### config.mk
export PLATFORM = sky130hd
export DESIGN_NAME = sat_cntr
export DESIGN_NICKNAME = d
export VERILOG_FILES = /design/src/rtl/sat_cntr.sv
export SDC_FILE = /design/constraint.sdc
export NUM_CORES = 1
export LEC_CHECK = 0
export ABC_AREA = 1
export BUFFER_PORTS_ARGS = -buffer_cell sky130_fd_sc_hd__buf_2
export CAP_MARGIN = 10
export CORE_MARGIN = 3
export CORE_UTILIZATION = 33
export CTS_CLUSTER_DIAMETER = 30
export DETAILED_ROUTE_END_ITERATION = 7
export PLACE_DENSITY = 0.57
export SKIP_CTS_REPAIR_TIMING = 1
export SYNTH_ARGS = -nofsm -noshare
export SYNTH_HDL_FRONTEND = slang
export SYNTH_SLANG_ARGS = --single-unit
### constraint.sdc
create_clock -name clock_i -period 1.5 [get_ports clock_i]
set_input_delay 0 -clock clock_i [delete_from_list [all_inputs] [get_ports clock_i]]
set_output_delay 0 -clock clock_i [all_outputs]
set_load 0.01 [all_outputs]
### src/rtl/sat_cntr.sv
// rtl/sat_cntr.sv - saturating up-counter with synchronous clear
module sat_cntr #(
   parameter int W = 16
) (
   input  logic         clock_i,
   input  logic         reset_n_i,
   input  logic         clear_i,
   input  logic         inc_i,
   output logic [W-1:0] count_o
);

   logic [W-1:0] count_q, count_d;

   always_comb begin
      count_d = count_q;
      if (clear_i) begin
         count_d = '0;
      end else if (inc_i && (count_q != {W{1'b1}})) begin
         count_d = count_q + W'(1);
      end
   end

   always_ff @(posedge clock_i or negedge reset_n_i) begin
      if (!reset_n_i) begin
         count_q <= '0;
      end else begin
         count_q <= count_d;
      end
   end

   assign count_o = count_q;

endmodule

==> impl_metrics.toml <==
[outcome]
outcome = "finished with violations"
violations = "negative hold slack"

[synth]
synth_nets = 149
yosysWarnings = 0
synth_compound_area_share_pct = 5.43
yosys_register_bits = 16
ys_types = 23
synthTopCellsByArea = "dfrtp_1, nand2_1, nand3_1, nand4_1, nor2_1"
syn_avg_cell_area_sq_um = 7.20
yosys.area_share.simple_pct = 42.8
synthMuxAreaShare_pct = 0
synth_cells = 144
yosysSeqAreaShare_pct = 38.6
syn_area_sq_um = 1040
synth_top_family_by_area = "simple AND/OR/NAND/NOR gates"
synth_adder_area_share_pct = 1.21
synth_area_leader_cell = "dfrtp_1"
synth-xor-area-share_pct = 4.22
synth_top_area_share_pct = 38.6

[detailed_routing]
dr.pass1.iters = 4
drt_iter0_drc = 85
wire_per_inst_microns = 12.1
vias_per_cell = 4.75
drcViolationCount = 0
routed_wirelength_microns = 2870
via_count = 1121
antenna_left = 0

[power_and_ir_drop]
switching_share_pct = 25.2
leakagePower_nw = 0.786
vdd_drop_max_mv = 0.408
seqPwrFrac_pct = 53.7
p_comb_share_pct = 10.3
power_density_nw_per_um2 = 558
p_clk_share_pct = 36.0
internal_power_mw = 0.612
p_switching_mw = 0.206

[critical_path]
r2r_start = "count_o[1]"
worstPathRequired_ps = 1730
r2r_slack_ps = 10
path_max_fanout = 7
end_kind = "flip-flop"
startpoint = "count_o[1]"
r2r-end = "count_o[2]"
critPathCapture = "count_o[2]"
critPathKind = "flip-flop to flip-flop"
r2r.worst_path.cells = 10
crit_arrival_ps = 1720
start_kind = "flip-flop"

[floorplanning]
rows = 19
dieArea_sq_um = 3850
core_sq_um = 2880
ios = 20
die_w_microns = 62.1
die_h_microns = 62.1
start_util_pct = 36.1

[timing]
min_period_over_period_pct = 99.0
finalHoldViolCount = 1
hold_slack_ps = -11.6
tightest_slew_ps = 410
max_freq_mhz = 673
slew_headroom_pct = 72.7
min_period_ps = 1490
rsz0062_at_grt = "yes"
slew_violations = 0
finalSetupViolations = 0
finalSetupTns_ps = 0
fin_worst_skew_ps = 2.10

[cells_and_area]
stdcell_count = 236
largest_reg_flops = 16
diodes = 0
syn_to_final_growth_pct = 41.4
nets = 200
drive_gt1_share_pct = 37.1

[clock_tree]
path_clk_slew_ps = 100
numCtsBuffers = 3
cts-root-buf = "clkbuf_4"
clock_sink_count = 16
ctsHtreeMaxLevel = 1
cts.path.max_buffers = 2
clock_latency_ps = 290
tritoncts = "yes"

[place]
place_hpwl_microns = 2110
place.port_buffers = 19
place_congestion = 0.849
dp.cells = 229

[grt]
first_global_vias = 1074
grt_use_total_pct = 16.8
antenna_found_initial = 0
grt_max_degree = 17
overflow = 0
grt_pass1_wl_microns = 4740

[min_path]
hold_path.class = "input pin to flip-flop"

[flow_run]
maxCapViolations = 0
layout by cell type (no fill, tap or decap), types with 3 or more instances in the layout:
cell type	instances
buf_2	19
nand2_1	48
nand3_1	12
nor2_4	3
inv_1	11
clkbuf_4	3
o21ai_0	4
nand4_1	9
xor2_1	3
nand2_2	9
nor2_1	13
dfrtp_1	15
buf_4	27
worst min-delay path by stage:
stage                    from    endpoint  cells past startpoint
finish                clear_i  count_o[4]                      4
global route          clear_i  count_o[4]                      4
CTS                 reset_n_i  count_o[7]                      1
detailed placement  reset_n_i  count_o[6]                      1
global placement    reset_n_i  count_o[5]                      1
floorplan           reset_n_i  count_o[0]                      0
Yosys cell counts:
master,n
dfrtp_1,16
nor2_4,2
buf_2,1
o21ai_4,1
xnor2_1,2
nand2_2,2
or2_2,1
xor2_1,3
o21ai_0,4
buf_12,1
inv_4,1
o21bai_1,2
buf_1,1
inv_1,11
nor2_1,14
inv_2,1
nand3_1,12
ha_1,1
nand4_1,9
nand2_4,2
nand2_1,55
nor3_1,1
a21oi_1,1
cell families (layout without fill, tap and decap cells):
logic type | after synthesis | count (layout)
buf+inv | 16 | 66
xor+xnor | 5 | 5
fa+ha+maj | 1 | 1
flops | 16 | 16
compound gates | 8 | 8
simple gates | 98 | 98
final cells by class:
cell class | instances | area (sq um)
repair buffers | 48 | 319
flip-flops and latches | 16 | 402
repair inverters | 1 | 11.3
multi-input cells | 112 | 584
inverters | 13 | 61.3
fillers | 303 | 1410
well taps | 42 | 52.6
clock buffers | 4 | 36.3
power by group through the flow:
stage	Clock, mW	Sequential (mW)	Combinational [mW]
finish	0.294	0.439	0.0845
global route	0.325	0.440	0.0939
CTS	0.311	0.439	0.0742
detailed placement	0	0.447	0.0737
global placement	0	0.447	0.0726
floorplan	0	0.452	0.0377
worst max-delay path: stages (launching register included):
cell and delay, ps:
dfrtp_2 380, ha_2 180, nand2_2 70, nor2_4 130, nand2_4 60, buf_6 110
o21ai_4 140, nand2_4 140, inv_8 120, nand2_1 60, nand2_1 50
through the flow:
| stage | utilization (%) | setup slack (ps) | area, sq um | power [mW] |
|---|---|---|---|---|
| 2_1_floorplan | - | -11.1 | 1040 | 0.490 |
| 3_3_place_gp | 47.5 | -264 | 1370 | 0.519 |
| 3_5_place_dp | 47.5 | -311 | 1370 | 0.521 |
| 4_1_cts | 48.7 | -336 | 1400 | 0.824 |
| 5_1_grt | 51.0 | -81.0 | 1470 | 0.859 |
| 6_report | 51.0 | 14.8 | 1470 | 0.818 |
routing by layer:
metal	up-vias	part of all wire, %	global-route usage, %
met3	4	7.1	4.34
met2	39	47	27.8
met4	0	1.5	3.94
met1	518	44	21.8
li1	560	-	-
met5	-	0	0
Note: power is estimated with default switching activity, not from simulation.
